**src/rtl/regfile_pkg.sv**
```systemverilog
// Shared constants, scrub FSM state type and parity helper for the multi-port register file.
package regfile_pkg;

   localparam int DATA_W_DEF = 32;
   localparam int DEPTH_DEF  = 32;
   localparam int PAR_W      = 128;

   typedef enum logic {ST_IDLE, ST_CLEAR} scrub_st_t;

   // Even parity over a zero-extended word; callers cast their data to PAR_W.
   function automatic logic parity(input logic [PAR_W-1:0] d);
      return ^d;
   endfunction

endpackage

```
**src/rtl/regfile_scrub_ctrl.sv**
```systemverilog
// Scrub sequencer: walks every entry once, writing zero, after reset or a clear request.
module regfile_scrub_ctrl
   import regfile_pkg::*;
#(
   parameter int DEPTH  = DEPTH_DEF,
   parameter int ADDR_W = $clog2(DEPTH)
) (
   input  logic              clk,
   input  logic              rst,
   input  logic              clr_req,
   output logic              busy,
   output logic              scrub_we,
   output logic [ADDR_W-1:0] scrub_addr
);

   scrub_st_t         state, state_nx;
   logic [ADDR_W-1:0] cnt, cnt_nx;

   always_ff @(posedge clk) begin
      if (rst) begin
         state <= ST_CLEAR;
         cnt   <= '0;
      end else begin
         state <= state_nx;
         cnt   <= cnt_nx;
      end
   end

   always_comb begin
      state_nx = state;
      cnt_nx   = cnt;
      case (state)
         ST_IDLE: begin
            if (clr_req) begin
               state_nx = ST_CLEAR;
               cnt_nx   = '0;
            end
         end
         ST_CLEAR: begin
            // A request arriving here is ignored, so the walk never restarts.
            if (cnt == ADDR_W'(DEPTH - 1)) begin
               state_nx = ST_IDLE;
               cnt_nx   = '0;
            end else begin
               cnt_nx = cnt + 1'b1;
            end
         end
         default: state_nx = ST_IDLE;
      endcase
   end

   assign busy       = (state == ST_CLEAR);
   assign scrub_we   = busy;
   assign scrub_addr = cnt;

endmodule

```
**src/rtl/regfile_mp.sv**
```systemverilog
// Parametrised multi-port register file with write bypass, conflict flag and scrub.
// Optional per-entry parity checking is enabled with REGFILE_PARITY_EN.
module regfile_mp
   import regfile_pkg::*;
#(
   parameter int DATA_W   = DATA_W_DEF,
   parameter int DEPTH    = DEPTH_DEF,
   parameter int ADDR_W   = $clog2(DEPTH),
   parameter int NUM_RD   = 2,
   parameter int NUM_WR   = 2,
   parameter int ZERO_REG = 1
) (
   input  logic                     clk,
   input  logic                     rst,
   input  logic                     clr_req,
   output logic                     busy,
   input  logic [NUM_WR-1:0]        wr_en,
   input  logic [NUM_WR*ADDR_W-1:0] wr_addr,
   input  logic [NUM_WR*DATA_W-1:0] wr_data,
   input  logic [NUM_RD*ADDR_W-1:0] rd_addr,
   output logic [NUM_RD*DATA_W-1:0] rd_data,
   output logic                     wr_conflict,
   output logic                     par_err,
   output logic [ADDR_W-1:0]        par_err_addr
);

   logic              scrub_we;
   logic [ADDR_W-1:0] scrub_addr;

   regfile_scrub_ctrl #(.DEPTH(DEPTH), .ADDR_W(ADDR_W)) u_scrub (
      .clk        (clk),
      .rst        (rst),
      .clr_req    (clr_req),
      .busy       (busy),
      .scrub_we   (scrub_we),
      .scrub_addr (scrub_addr)
   );

   logic [DATA_W-1:0] mem [DEPTH];
`ifdef REGFILE_PARITY_EN
   logic              par_mem [DEPTH];
`endif

   logic [NUM_WR-1:0] wr_live;   // enabled and not blocked by a scrub
   logic [NUM_WR-1:0] wr_act;    // actually lands in the array
   logic              conflict_nx;

   always_comb begin
      wr_live     = '0;
      wr_act      = '0;
      conflict_nx = 1'b0;
      for (int k = 0; k < NUM_WR; k++) begin
         wr_live[k] = wr_en[k] & ~busy;
         wr_act[k]  = wr_live[k] &
                      ~((ZERO_REG != 0) && (wr_addr[k*ADDR_W +: ADDR_W] == '0));
      end
      for (int i = 0; i < NUM_WR; i++)
         for (int j = i + 1; j < NUM_WR; j++)
            if (wr_live[i] && wr_live[j] &&
                wr_addr[i*ADDR_W +: ADDR_W] == wr_addr[j*ADDR_W +: ADDR_W])
               conflict_nx = 1'b1;
   end

   // Ascending port order makes the highest-index writer win on a shared address.
   always_ff @(posedge clk) begin
      if (scrub_we) begin
         mem[scrub_addr] <= '0;
`ifdef REGFILE_PARITY_EN
         par_mem[scrub_addr] <= 1'b0;
`endif
      end else begin
         for (int k = 0; k < NUM_WR; k++) begin
            if (wr_act[k]) begin
               mem[wr_addr[k*ADDR_W +: ADDR_W]] <= wr_data[k*DATA_W +: DATA_W];
`ifdef REGFILE_PARITY_EN
               par_mem[wr_addr[k*ADDR_W +: ADDR_W]] <=
                  parity(PAR_W'(wr_data[k*DATA_W +: DATA_W]));
`endif
            end
         end
      end
   end

   always_ff @(posedge clk) begin
      if (rst) wr_conflict <= 1'b0;
      else     wr_conflict <= conflict_nx;
   end

`ifdef REGFILE_PARITY_EN
   logic [NUM_RD-1:0] perr_p;
`endif

   for (genvar p = 0; p < NUM_RD; p++) begin : g_rd
      logic [ADDR_W-1:0] a;
      logic [DATA_W-1:0] d;
      logic              byp;
      logic              zr;

      assign a  = rd_addr[p*ADDR_W +: ADDR_W];
      assign zr = (ZERO_REG != 0) && (a == '0);

      always_comb begin
         d   = mem[a];
         byp = 1'b0;
         for (int k = 0; k < NUM_WR; k++) begin
            if (wr_en[k] && wr_addr[k*ADDR_W +: ADDR_W] == a) begin
               d   = wr_data[k*DATA_W +: DATA_W];
               byp = 1'b1;
            end
         end
      end

      assign rd_data[p*DATA_W +: DATA_W] = (busy || zr) ? '0 : d;

`ifdef REGFILE_PARITY_EN
      assign perr_p[p] = !busy && !zr && !byp &&
                         (parity(PAR_W'(mem[a])) != par_mem[a]);
`endif
   end

`ifdef REGFILE_PARITY_EN
   logic [ADDR_W-1:0] first_a;
   logic              clr_go;

   assign clr_go = clr_req & ~busy;

   always_comb begin
      first_a = '0;
      for (int p = NUM_RD - 1; p >= 0; p--)
         if (perr_p[p]) first_a = rd_addr[p*ADDR_W +: ADDR_W];
   end

   always_ff @(posedge clk) begin
      if (rst || clr_go) begin
         par_err      <= 1'b0;
         par_err_addr <= '0;
      end else if (!par_err && |perr_p) begin
         par_err      <= 1'b1;
         par_err_addr <= first_a;
      end
   end
`else
   assign par_err      = 1'b0;
   assign par_err_addr = '0;
`endif

endmodule

```
**config.mk**
```make
export PLATFORM = sky130hd
export DESIGN_NAME = regfile_mp
export DESIGN_NICKNAME = d
export VERILOG_FILES = /design/src/rtl/regfile_pkg.sv /design/src/rtl/regfile_scrub_ctrl.sv /design/src/rtl/regfile_mp.sv
export SDC_FILE = /design/constraint.sdc
export NUM_CORES = 2
export LEC_CHECK = 0
export CAP_MARGIN = 10
export CELL_PAD_IN_SITES_DETAIL_PLACEMENT = 1
export CELL_PAD_IN_SITES_GLOBAL_PLACEMENT = 2
export CORE_ASPECT_RATIO = 1.4
export CORE_MARGIN = 8
export CORE_UTILIZATION = 35
export DETAILED_ROUTE_END_ITERATION = 7
export DONT_BUFFER_PORTS = 1
export PLACE_DENSITY_LB_ADDON = 0.1
export REMOVE_ABC_BUFFERS = 1
export SETUP_SLACK_MARGIN = 0.02
export SYNTH_ARGS = -nofsm -noshare
export SYNTH_HDL_FRONTEND = slang
export SYNTH_SLANG_ARGS = --single-unit
```
**constraint.sdc**
```tcl
create_clock -name clk -period 13 [get_ports clk]
set_input_delay 3.25 -clock clk [delete_from_list [all_inputs] [get_ports clk]]
set_output_delay 3.25 -clock clk [all_outputs]
set_load 0.1 [all_outputs]
```
[Word-level counts from Yosys, hierarchy flattened]
Memory sizes are Yosys's and may differ from the RTL's.
Cells that the tools add are included.
W data, S select, Z words.
Word-level totals
  bits in registers: 7
  memory bits (writable): 1024
  bits of input ports: 89
  output and inout port bits: 72
  logic and storage cells: 56
  memories kept: 1
Memories
  mem: depth 32, bits a word 32, read ports 2, clocked after Yosys merged registers in 0, wr ports 2, RTL line regfile_mp.sv:39  | logic [DATA_W-1:0] mem [DEPTH];
Operators by class
  add/subtract/negate cells: 1
  equality and inequality tests: 7
  multiplexer cells: 24
  bitwise operators: 7
  reductions and logical operators: 13
Operators by type and width (count)
  $mux W32: 7
  $reduce_or A32 Y1: 1
  $eq A5 B5 Y1: 5
  $logic_not A5 Y1: 4
  $mux W5: 3
  $mux W1: 12
  $pmux W5 S2: 1
  $logic_and A1 B1 Y1: 6
  $add A5 B1 Y5 const B: 1
  $eq A5 B5 Y1 const B: 1
  $and A1 B1 Y1: 4
  $not A1 Y1: 3
  $logic_or A1 B1 Y1: 2
  $ne A2 B2 Y1 const B: 1
  $pmux W1 S2: 1

[Longest topological paths before layout]
  word-level depth: 8
  mapped depth: 9

[Hierarchy]
A second synthesis with hierarchy kept.
Unflattened totals
  cells, all modules: 5343
  area, all modules: 60091.4 µm²
Modules (own cells, without submodules)
  regfile_mp: instances 1, cells each 5311, area an instance 59796.1 µm²
  regfile_scrub_ctrl: instances 1, cells each 32, area an instance 295.3 µm²

[Worst setup path after synthesis]
Ideal clock, no wire load.
  path kind: input-to-output
  start: in rd_addr[5]
  end: out rd_data[62]
  arrival time: 6.677 ns
  required time: 9.750 ns
  path slack: 3.073 ns
  stages on the path: 8
  buffers on the path: 3
  path through: buf_2 -> buf_2 -> clkbuf_1 -> nand2b_1 -> o22ai_1 -> a311oi_1 -> a211oi_1 -> o21ai_0
Between the ends
  longest elaborated chain between the ends: 5
  elaborated cells on any way between the ends: 10
Ends and longest elaborated chain
  from (decl): RTL line regfile_mp.sv:20  | input logic [NUM_RD*ADDR_W-1:0] rd_addr,
  branches (longest 4 deep; another with $mem_v2 Z32 W32)
  $mux W32 (*): RTL line regfile_mp.sv:113  | assign rd_data[p*DATA_W +: DATA_W] = (busy || zr) ? '0 : d;
  to (decl): RTL line regfile_mp.sv:21  | output logic [NUM_RD*DATA_W-1:0] rd_data,
Every way passes the cells marked *.

[Worst setup path in the final report]
  start: in rd_addr[0]
  end: out rd_data[3]
Same word-level chain as after synthesis.

==> metrics.yaml <==
outcome:
  status: "complete, no violations"
power:
  p_sw_mw: 1.743
  power.leakage_nw: 19.61
  combPwrFrac_pct: 6.4
  clkPwrFrac_pct: 43.8
  intPower_mw: 5.597
  switching_share_pct: 23.75
  power_density_nw_per_um2: 112.3
  p_seq_share_pct: 49.8
  peakVddDrop_mv: 0.1377
placement:
  place_area_um2: 61780
  dp_slack_ns: 3.087
  numPortBuffers: 0
  dp_hpwl_um: 142100
  gp_congestion: 0.7860
timing:
  hold_viol_final: 0
  setup_tns_ns: 0
  fmax_mhz: 98.60
  timing_worst_slew_pin_value_ns: 1.343
  skew_ns: 0.02502
  fin_ws_ns: 2.858
  period_share_pct: 78.02
  finalSetupViolCount: 0
  slew_headroom_pct: 10.19
  hold_slack_ns: 0.5403
  drv_slew: 0
  period_minus_slack_ns: 10.14
  rsz0062_at_grt: "false"
die:
  die-area_um2: 186100
  row_count: 180
  die_w_um: 366.8
  die_h_um: 507.2
  design.core.area_um2: 171600
  initial_utilization_pct: 35.15
  top_level_ports: 161
logic_synthesis:
  muxShareOfSynthArea_pct: 21.21
  synth_simple_gate_area_share_pct: 8.123
  yosysSeqAreaShare_pct: 51.21
  yosysTopAreaCell: "edfxtp_1"
  syn-cell-area_um2: 60320
  synth_seq_cells: 1031
  yosys_warnings: 0
  synth_ff_type: "edfxtp_1"
  synth_xor_xnor_area_share_pct: 0.3630
  synth_edf_count: 1024
  async_flop_share_pct: 0
  post_synth_num_cell_types: 57
  synth_top_area_share_pct: 50.98
  synth-adder-area-share_pct: 0.04149
  syn_area_per_cell_um2: 11.67
  netlist_instances: 5168
  synth_top_family_by_area: "multiplexers"
  synth-compound-area-share_pct: 14.08
  ys_top_cells_by_area: "edfxtp_1 51%, mux4_2 19%, o21ai_0 9.3%"
worst_setup_path:
  worstPathMaxFanout: 256
  crit_slowest_cell: "a221o_1"
  critPathArrivalTime_ns: 6.89
  path_cells: "xnor2_1 > nand4_1 > buf_4 > nor2_1 > nor4b_4 > buf_4 > a221o_1"
  critical-path-top-delay-family: "buffers and inverters"
  path_buf_inv: 2
  rrSetupSlack_ns: 7.65
  start_kind: "input pin"
  crit_required_ns: 9.75
  critPathCaptureType: "primary output"
  crit_top_cell: "buf_4"
  slowest_delay_ns: 1.03
  worstSetupPathType: "in2out"
clock_network:
  ctsLongestPathBuffers: 3
  cts_buffers: 117
  cts_sinks: 1031
  postCtsSetupBuffers: 0
  cts_resized: 0
  clk-insertion-delay-late_ns: 0.76
  hold_buffers: 0
  cts_root_buf: "clkbuf_16"
  clk_pin_slew_ns: 0.06
  cts_tree: "built"
  cts.htree.levels: 3
global_routing:
  grt_use_total_pct: 28.38
  busiest_layer: "met2"
  grtUsageMet3_pct: 5.151
  met2_usage_pct: 47.94
  antenna_found_initial: 11
  grt_pass1_vias: 46720
  overflow: 0
  grt_max_degree: 260
  met1_usage_pct: 36.09
  grt_pass1_wl_um: 373300
cells_and_area:
  drive_gt1_share_pct: 18.21
  fin_nets: 4780
  most-common-layout-cells: "1121 x o21ai_0, 1048 x nand2_1, 1024 x edfxtp_1"
  fin_area_um2: 65340
  syn_to_final_growth_pct: 8.327
  final_common_cell: "o21ai_0"
route:
  drc: 0
  via_per_inst: 6.419
  routed_wl_um: 272100
  post_drt_wl_per_cell_um: 38.51
  drtIter0Drc: 4889
  vias: 45350
  firstDrtPassIters: 5
  ant_nets: 0
hold_path:
  hp-class: "reg2reg"
job:
  drv_cap: 0
## power by group through the flow
stage               sequential [mW]  combinational [mW]  clock (mW)
finish                         3.65               0.470        3.22
global route                   3.66               0.478        3.36
CTS                            3.65               0.462        3.26
detailed placement             3.72               0.462           0
global placement               3.72               0.461           0
floorplan                      3.72               0.295           0
## synthesized netlist by cell type (all sizes together) (2+ instances only)
master   count
o21ai     1123
nand2     1051
edfxtp    1024
clkbuf     566
mux4       506
buf        147
mux2i      128
a22oi      126
a21oi       71
nand3       66
o2111ai     63
a221o       62
inv         38
o21bai      31
nor3        20
nor4        20
nor2        15
xnor2       14
xor2        11
mux2        10
nand2b      10
and2         7
dfxtp        7
nor2b        5
o22ai        5
and4         4
nand3b       4
nand4        3
nor4b        3
a2111oi      2
a211oi       2
a31oi        2
and3         2
ha           2
nor3b        2
o211ai       2
o21a         2
or2          2
## layer usage
layer | part of all wire, % | up-vias | wire, um
li1 | - | 18710 | -
met1 | 40 | 24140 | 107900
met2 | 48 | 1993 | 131600
met4 | 4.4 | 6 | 11920
met5 | 0.018 | - | 49
met3 | 7.6 | 504 | 20620
## worst paths after layout
| kind | startpoint | to | cells after the start |
|---|---|---|---|
| max | rd_addr[0] | rd_data[3] | 7 |
| min | u_scrub.scrub_addr[1] | u_scrub.scrub_addr[3] | 2 |
| max reg2reg | u_scrub.busy | mem[6][19] | 7 |
| min reg2reg | u_scrub.scrub_addr[1] | u_scrub.scrub_addr[3] | 2 |
## layout make-up
type | instances | area (um2)
Inverter | 38 | 142.6
Timing Repair Buffer | 110 | 858.3
Antenna cell | 6 | 15.01
Clock buffer | 148 | 3087
Sequential cell | 1031 | 30890
Fill cell | 18020 | 106300
Tap cell | 2275 | 2846
Clock inverter | 66 | 427.9
Multi-Input combinational cell | 3391 | 27070
## state kept, by name, indices dropped and copies added, names as in the netlist
name                count
u_scrub.busy            1
mem                  1024
wr_conflict             1
u_scrub.scrub_addr      5
## stage by stage
| step | util [%] | total power [mW] | cells |
|---|---|---|---|
| after CTS | 38.05 | 7.381 | 7058 |
| after global placement | 36.00 | 4.183 | 6844 |
| after global routing | 38.07 | 7.495 | 7060 |
| after detailed placement | 36.00 | 4.186 | 6844 |
| after floorplan | - | 4.014 | 4460 |
| final | 38.07 | 7.340 | 7065 |
## cell families (layout without fill, tap and decap cells)
| kind of cell | count (synthesis) | count (layout) |
|---|---|---|
| xor+xnor | 25 | 25 |
| other cells | 1 | 12 |
| simple gates | 1216 | 1216 |
| flops | 1031 | 1031 |
| compound gates | 1498 | 1498 |
| buf+inv | 751 | 362 |
| mux | 644 | 644 |
| fa+ha+maj | 2 | 2 |
## worst reg2reg max path, stage by stage, from the launching register on
cell	delay [ns]
dfxtp_2	0.60
nor2b_1	0.65
o21a_2	0.24
buf_4	0.68
mux2_4	0.38
nand2b_1	0.59
o21bai_4	1.06
buf_4	0.73
No activity file was read; power rests on OpenSTA's default activity.
